--- src/rtl/mul_pkg.sv ---
// Shared types and constants for the sequential shift-add multiplier.
// Provides the FSM state enum and the default operand width.
package mul_pkg;

    localparam int MUL_WIDTH_DEF = 32;

    typedef enum logic [1:0] {
        IDLE = 2'd0,
        CALC = 2'd1
    } mul_state_t;

endpackage

--- src/rtl/mul_step.sv ---
// One shift-add multiplier step, purely combinational.
// Ports: acc/a_sh/b_sh in -> acc_nxt/a_sh_nxt/b_sh_nxt out.
module mul_step #(
    parameter int WIDTH = 32
) (
    input  logic [2*WIDTH-1:0] acc,
    input  logic [2*WIDTH-1:0] a_sh,
    input  logic [WIDTH-1:0]   b_sh,
    output logic [2*WIDTH-1:0] acc_nxt,
    output logic [2*WIDTH-1:0] a_sh_nxt,
    output logic [WIDTH-1:0]   b_sh_nxt
);

    assign acc_nxt  = b_sh[0] ? acc + a_sh : acc;
    assign a_sh_nxt = a_sh << 1;
    assign b_sh_nxt = b_sh >> 1;

endmodule

--- src/rtl/mul_seq.sv ---
// Sequential shift-add multiplier; recomputes a*b whenever a or b changes.
// Ports: clk, rst_n, a, b in; product, overflow, valid, busy out.
// Build option: MUL_SATURATE_EN clamps product to all-ones on overflow.
module mul_seq
    import mul_pkg::*;
#(
    parameter int WIDTH = MUL_WIDTH_DEF
) (
    input  logic             clk,
    input  logic             rst_n,
    input  logic [WIDTH-1:0] a,
    input  logic [WIDTH-1:0] b,
    output logic [WIDTH-1:0] product,
    output logic             overflow,
    output logic             valid,
    output logic             busy
);

    mul_state_t state;

    logic [WIDTH-1:0]   last_a;
    logic [WIDTH-1:0]   last_b;
    logic [2*WIDTH-1:0] acc;
    logic [2*WIDTH-1:0] a_sh;
    logic [WIDTH-1:0]   b_sh;

    logic [2*WIDTH-1:0] acc_nxt;
    logic [2*WIDTH-1:0] a_sh_nxt;
    logic [WIDTH-1:0]   b_sh_nxt;

    logic             hi_any;
    logic [WIDTH-1:0] result;
    logic             changed;

    mul_step #(
        .WIDTH(WIDTH)
    ) u_step (
        .acc     (acc),
        .a_sh    (a_sh),
        .b_sh    (b_sh),
        .acc_nxt (acc_nxt),
        .a_sh_nxt(a_sh_nxt),
        .b_sh_nxt(b_sh_nxt)
    );

    assign hi_any  = |acc[2*WIDTH-1:WIDTH];
    assign changed = (a != last_a) || (b != last_b);

`ifdef MUL_SATURATE_EN
    assign result = hi_any ? {WIDTH{1'b1}} : acc[WIDTH-1:0];
`else
    assign result = acc[WIDTH-1:0];
`endif

    always_ff @(posedge clk or negedge rst_n) begin
        if (!rst_n) begin
            state    <= IDLE;
            last_a   <= '0;
            last_b   <= '0;
            acc      <= '0;
            a_sh     <= '0;
            b_sh     <= '0;
            product  <= '0;
            overflow <= 1'b0;
            valid    <= 1'b1;
            busy     <= 1'b0;
        end else begin
            unique case (state)
                IDLE: begin
                    if (changed) begin
                        last_a <= a;
                        last_b <= b;
                        a_sh   <= {{WIDTH{1'b0}}, a};
                        b_sh   <= b;
                        acc    <= '0;
                        valid  <= 1'b0;
                        busy   <= 1'b1;
                        state  <= CALC;
                    end
                end
                CALC: begin
                    // Stop as soon as no multiplier bits remain.
                    if (b_sh != '0) begin
                        acc  <= acc_nxt;
                        a_sh <= a_sh_nxt;
                        b_sh <= b_sh_nxt;
                    end else begin
                        product  <= result;
                        overflow <= hi_any;
                        valid    <= 1'b1;
                        busy     <= 1'b0;
                        state    <= IDLE;
                    end
                end
                default: state <= IDLE;
            endcase
        end
    end

endmodule

--- config.mk ---
export PLATFORM = sky130hd
export DESIGN_NAME = mul_seq
export DESIGN_NICKNAME = d
export VERILOG_FILES = /design/src/rtl/mul_pkg.sv /design/src/rtl/mul_step.sv /design/src/rtl/mul_seq.sv
export SDC_FILE = /design/constraint.sdc
export NUM_CORES = 1
export LEC_CHECK = 0
export BUFFER_PORTS_ARGS = -buffer_cell sky130_fd_sc_hd__buf_4
export CAP_MARGIN = 10
export CORE_UTILIZATION = 45
export CTS_BUF_LIST = sky130_fd_sc_hd__clkbuf_8
export CTS_CLUSTER_DIAMETER = 150
export DETAILED_ROUTE_END_ITERATION = 16
export PLACE_DENSITY = 0.6
export SYNTH_ARGS = -nofsm -noshare
export SYNTH_HDL_FRONTEND = slang
export SYNTH_SLANG_ARGS = --single-unit
--- constraint.sdc ---
create_clock -name clk -period 6.45 [get_ports clk]
set_input_delay 0.3225 -clock clk [delete_from_list [all_inputs] [get_ports clk]]
set_output_delay 0.3225 -clock clk [all_outputs]
set_load 0.05 [all_outputs]
### Word level (Yosys, flattened, before mapping)

Index checks and enable logic that the tools add are counted.

| operators by class | value |
|---|---|
| $add $sub $neg | 1 |
| $mul | 0 |
| div/mod/pow operators | 0 |
| $lt $le $gt $ge | 0 |
| eq/ne operators | 7 |
| shift operators | 0 |
| muxes and demuxes | 19 |
| bitwise logic cells | 1 |
| reduce and logical (&&, ||, !) cells | 11 |

Operators with widths:

| operator | number |
|---|---|
| 64-bit 2-to-1 mux | 5 |
| 64-bit one-hot mux with 2 select lines | 2 |
| 64-bit adder | 1 |
| 32-bit 2-to-1 mux | 2 |
| 32-bit != test | 2 |
| 32-bit one-hot mux with 2 select lines | 1 |
| 32-bit nonzero test | 1 |
| 32-bit OR reduction | 1 |
| 2-bit != test (second input constant) | 4 |
| 2-bit AND reduction | 3 |
| 3-bit AND reduction | 2 |
| 1-bit 2-to-1 mux | 4 |
| 2-bit 2-to-1 mux | 2 |
| 1-bit one-hot mux with 2 select lines | 2 |
| 2-bit one-hot mux with 2 select lines | 1 |
| 4-bit AND reduction | 1 |
| 2-bit by 1-bit equality test with 1-bit output (second input constant) | 1 |
| 2-bit logical NOT | 1 |
| 2-bit nonzero test | 1 |
| 1-bit logical OR | 1 |
| 1-bit NOT | 1 |

| word-level totals | value |
|---|---|
| register bits after elaboration | 261 |
| bits in latches | 0 |
| RAM bits | 0 |
| ROM bits | 0 |
| input bits | 66 |
| output and inout bits | 35 |
| logic and storage cells | 49 |
| memories kept | 0 |

### Depth between registers and ports, before layout

| logic depth | value |
|---|---|
| depth in word-level cells | 4 |
| gate-level depth with buffers | 13 |
| depth with buffers taken out | 13 |

### By module

A second synthesis with hierarchy kept.

| unflattened totals | value |
|---|---|
| cell total of the unflattened synthesis | 1712 |
| area, all modules | 16434.5 um2 |

By module, submodules not included:

| module | instances | cells an instance | area an instance (um2) |
|---|---|---|---|
| mul_seq | 1 | 950 | 11058.1 |
| mul_step | 1 | 762 | 5376.4 |

### Worst setup path before layout

OpenSTA, ideal clock, no wires.

| timing path | value |
|---|---|
| path kind | register -> register |
| start point | reg a_sh[0] |
| end point | reg acc[56] |
| setup time | 0.124 ns |
| arrival time | 2.723 ns |
| path slack | 3.603 ns |
| cell stages (with the launch flop) | 13 |
| path buffers | 0 |
| period minus slack after synthesis | 2.847 ns |
| path through | dfrtp_1 > ha_1 > inv_1 > fa_1 > nor2b_1 > o21ai_1 > o21ai_1 > a31oi_2 > o21ai_2 > a211oi_4 > o41ai_2 > a211oi_4 > a211o_1 |

| on the way | value |
|---|---|
| word-level cells in the longest chain between the ends | 4 |

Ends and longest elaborated chain:

| element | RTL line | text |
|---|---|---|
| start: declaration | mul_seq.sv:24 | `logic [2*WIDTH-1:0] a_sh;` |
| start signal: assignment | mul_seq.sv:73 | `a_sh <= {{WIDTH{1'b0}}, a};` |
| start signal: assignment | mul_seq.sv:85 | `a_sh <= a_sh_nxt;` |
| 64-bit adder | mul_step.sv:14 | `assign acc_nxt = b_sh[0] ? acc + a_sh : acc;` |
| 64-bit 2-to-1 mux | mul_step.sv:14 |  |
| 64-bit 2-to-1 mux | mul_seq.sv:83 | `if (b_sh != '0) begin` |
| 64-bit one-hot mux with 2 select lines | mul_seq.sv:68 | `unique case (state)` |
| end signal: assignment | mul_seq.sv:84 | `acc <= acc_nxt;` |
| end: declaration | mul_seq.sv:23 | `logic [2*WIDTH-1:0] acc;` |

No other way between the ends. The select of a mux whose other input is x is not followed.
A chain may end at the register's enable or synchronous reset.

### Worst setup path in the final report

| timing path | value |
|---|---|
| start point | in b[17] |
| end point | reg b_sh[20] |

| on the way | value |
|---|---|
| word-level cells in the longest chain between the ends | 4 |

Ends and longest elaborated chain:

| element | RTL line | text |
|---|---|---|
| start: declaration | mul_seq.sv:12 | `input logic [WIDTH-1:0] b,` |
| 32-bit != test | mul_seq.sv:47 | `assign changed = (a != last_a) \|\| (b != last_b);` |
| 1-bit logical OR | mul_seq.sv:47 |  |
| 2-bit != test (no source line) | n/a |  |
| 3-bit AND reduction (no source line) | n/a |  |
| end signal: assignment | mul_seq.sv:86 | `b_sh <= b_sh_nxt;` |
| end: declaration | mul_seq.sv:25 | `logic [WIDTH-1:0] b_sh;` |

No other way between the ends.

==> results.yml <==
floorplanning:
  core_sq_um: 31800
  io_pins: 101
  die_h_um: 183
  fp-row-count: 65
  die_area_sq_um: 33300
  die_x_um: 183
  initial_core_util_pct: 46.1
setup_path:
  arrival_ns: 3.97
  crit_fanout: 67
  worst_r2r_path_depth: 8
  r2r_start: "last_b[17]"
  crit_path_start_kind: "primary input"
  crit_path_end: "b_sh[20]"
  reg2reg_to: "b_sh[20]"
  startpoint: "b[17]"
  r2r_slack_ns: 2.95
  critPathRequiredTime_ns: 6.88
  endpoint_kind: "flip-flop"
  crit_type: "in2reg"
synthesis:
  syn_inst: 1465
  yosys.area.top_type: "dfrtp_1"
  synth_fp_nets: 1595
  async_reset_ff_share_pct: 100
  netlist_area_sq_um: 14700
  ys_warn_count: 0
  synth.top_cell.area_share_pct: 44.0
  synth_edf_count: 0
  yosysUniqueCellTypes: 76
  yosys_register_bits: 259
  synthFlopType: "dfrtp_1"
  seq_area_frac_synth_pct: 44.2
  synthTopCellsByArea: "dfrtp_1 (44%), mux2_2 (7.4%), ha_1 (5.4%)"
  syn_area_per_cell_sq_um: 10.0
cts:
  cts_inserted_buffers: 47
  clkTransAtPathRegs_ns: 0.06
  clockBufferDepth: 3
  cts_tree: "yes"
  cts.sink_count: 259
  htreeDepth: 2
  clk_latency_ns: 0.59
  cts_root_buffer: "clkbuf_8"
flow_run:
  maxCapViolCount: 0
timing:
  slew_viol_final: 0
  slew_headroom_pct: 20.3
  fin_setup_tns_ns: 0
  fin_crit_ns: 3.54
  hold_violations: 0
  skew_ns: 0.0234
  finalSetupViolCount: 0
  fin_crit_sh_pct: 54.8
  setup_slack_ns: 2.91
  grt_setup_unrepaired: "false"
  max_slew.worst_pin.slew_ns: 1.20
  fmax_ghz: 0.283
route:
  dr.first_iter.drc_count: 750
  avgRoutedWirePerCell_um: 18.6
  drc: 0
  first_pass_iters: 5
  ant_nets: 0
  vias: 11500
  via_per_inst: 5.56
  routed_wl_um: 38500
final_layout:
  layout.nets: 1731
  multi_input_area_sq_um: 7800
  fill_cells: 2912
  antenna_cells: 0
  area.sequential_sq_um: 6490
  layout-drive-gt1-share_pct: 18.3
  area_delta_synth_final_pct: 16.9
power_and_ir_drop:
  p_per_area_nw_per_um2: 490
  p_leak_uw: 0.00803
  peakVddDrop_mv: 0.229
status:
  outcome: "complete, no violations"
grt:
  grt_pass1_vias: 11300
  grtUsageTotal_pct: 23.5
  antenna_found_initial: 0
  grt_pass1_wl_um: 61300
  grt_max_degree: 126
  grt_overflow_total: 0
place:
  place_ws_ns: 2.75
  dp_hpwl_um: 27400
  portBuffers: 100
  globalplace.congestion: 0.919
min_path:
  hold_class: "in2reg"
## per-stage QoR
stage / cell area [sq um] / hold slack [ns] / std cells / utilization (%) / total power, uW
3_3_place_gp: 15700 / 0.487 / 1937 / 49.5 / 6830
6_report: 17200 / 0.0367 / 2066 / 53.9 / 8410
4_1_cts: 17200 / 0.000183 / 2066 / 53.9 / 8450
5_1_grt: 17200 / 0.00678 / 2066 / 53.9 / 9040
3_5_place_dp: 15700 / 0.493 / 1937 / 49.5 / 6880
2_1_floorplan: 14700 / 0.0269 / 1465 / - / 5850
## worst min-delay path by stage
stage | startpoint | to | slack, ns | cells after the start
CTS | a[23] | last_a[23] | 0.0002 | 2
floorplan | rst_n | a_sh[0] | 0.03 | 0
global placement | b_sh[10] | b_sh[10] | 0.49 | 2
finish | b[10] | last_b[10] | 0.04 | 2
detailed placement | b_sh[10] | b_sh[10] | 0.49 | 2
global route | b[5] | last_b[5] | 0.007 | 2
## placed cells by master (no fill, tap or decap), types with 4 or more instances in the layout
cell type        n
and3_1           6
o21a_1           6
o21ai_1         13
nand2b_1         4
nand3_1         11
a211oi_1         4
or3_1            4
nor2b_1          6
a21o_1          37
mux2_2          96
o21bai_1         7
buf_4          110
nand2_1        193
xor2_1          30
a31oi_1          5
and2_1           5
o211ai_1         6
ha_1            63
nor3_1          19
nor2_1          50
inv_1           33
clkbuf_8        58
nand4_1         31
a21oi_1         78
mux2i_1         63
dlygate4sd3_1   50
a22o_1          40
a21boi_0         4
dfrtp_1        257
o21ai_0        156
nor4_1          25
clkinv_2         5
xnor2_1         90
## cell usage after synthesis (3+ instances only)
master / n
a21o_1: 37
a22o_1: 40
inv_1: 19
mux2i_1: 63
a31oi_1: 5
buf_4: 3
nand2_1: 193
clkbuf_1: 53
ha_1: 63
a21boi_0: 4
a211o_1: 3
xnor2_1: 90
nor3_1: 19
o21bai_1: 7
nor2_1: 51
a21boi_1: 3
o31a_1: 3
dfrtp_1: 258
nand2b_1: 4
and2_1: 5
nand4_1: 31
buf_1: 3
buf_2: 11
nand3_1: 11
o211ai_1: 6
buf_6: 3
nor4_1: 25
or3_1: 4
o21ai_0: 156
mux2_2: 96
nor2b_1: 7
o21a_1: 6
o21ai_1: 13
a41oi_1: 3
a21oi_1: 78
a211oi_1: 4
and3_1: 6
xor2_1: 30
## kinds of logic (layout without fill, tap and decap cells)
group,count (synthesis),in the layout,share of synthesized area [%]
xor+xnor,120,120,7.16
compound gates,402,402,17.3
flops,259,259,44.2
buf+inv,93,259,2.77
mux,159,159,11.7
fa+ha+maj,64,64,5.51
simple gates,368,368,11.4
## timing repair
item / in CTS / in global routing
hold buffers: 50 / 0
hold endpoints to repair: 174 / 0
resized for setup: 0 / 0
setup buffers: 0 / 0
## critical path: stages
cell and delay [ns]:
dlygate4sd3_1 0.53, buf_4 0.14, xnor2_1 0.25, nand4_1 0.21, nor4_1 0.31, nand2_1 0.10, nor3_1 0.69, or2_4 0.58
buf_4 0.57, o21ai_0 0.20
## sequential cells by signal, summed over array words and instances (netlist names)
name,count
last_a,32
overflow,1
a_sh,64
valid,1
last_b,32
busy,1
product,32
b_sh,32
acc,64
## routing by layer
layer / up-vias / part of all wire (%) / global-route usage (%)
li1: 5567 / - / -
met1: 5512 / 48 / 33.4
met2: 322 / 44 / 36.2
met3: 77 / 4.9 / 3.73
met4: 0 / 2.9 / 8.30
met5: - / 0 / 0
## report_power, final
group,switching [uW],internal (uW)
registers,564,2330
logic,2340,1670
clock network,699,808
## final cells by class
| type | instances | area share [%] |
|---|---|---|
| well taps | 435 | 3.17 |
| repair buffers | 161 | 7.82 |
| inverters | 19 | 0.416 |
| flip-flops and latches | 259 | 37.8 |
| clock inverters | 21 | 0.613 |
| clock buffers | 58 | 4.65 |
| multi-input cells | 1113 | 45.5 |
Note: power is estimated with default switching activity, not from simulation.
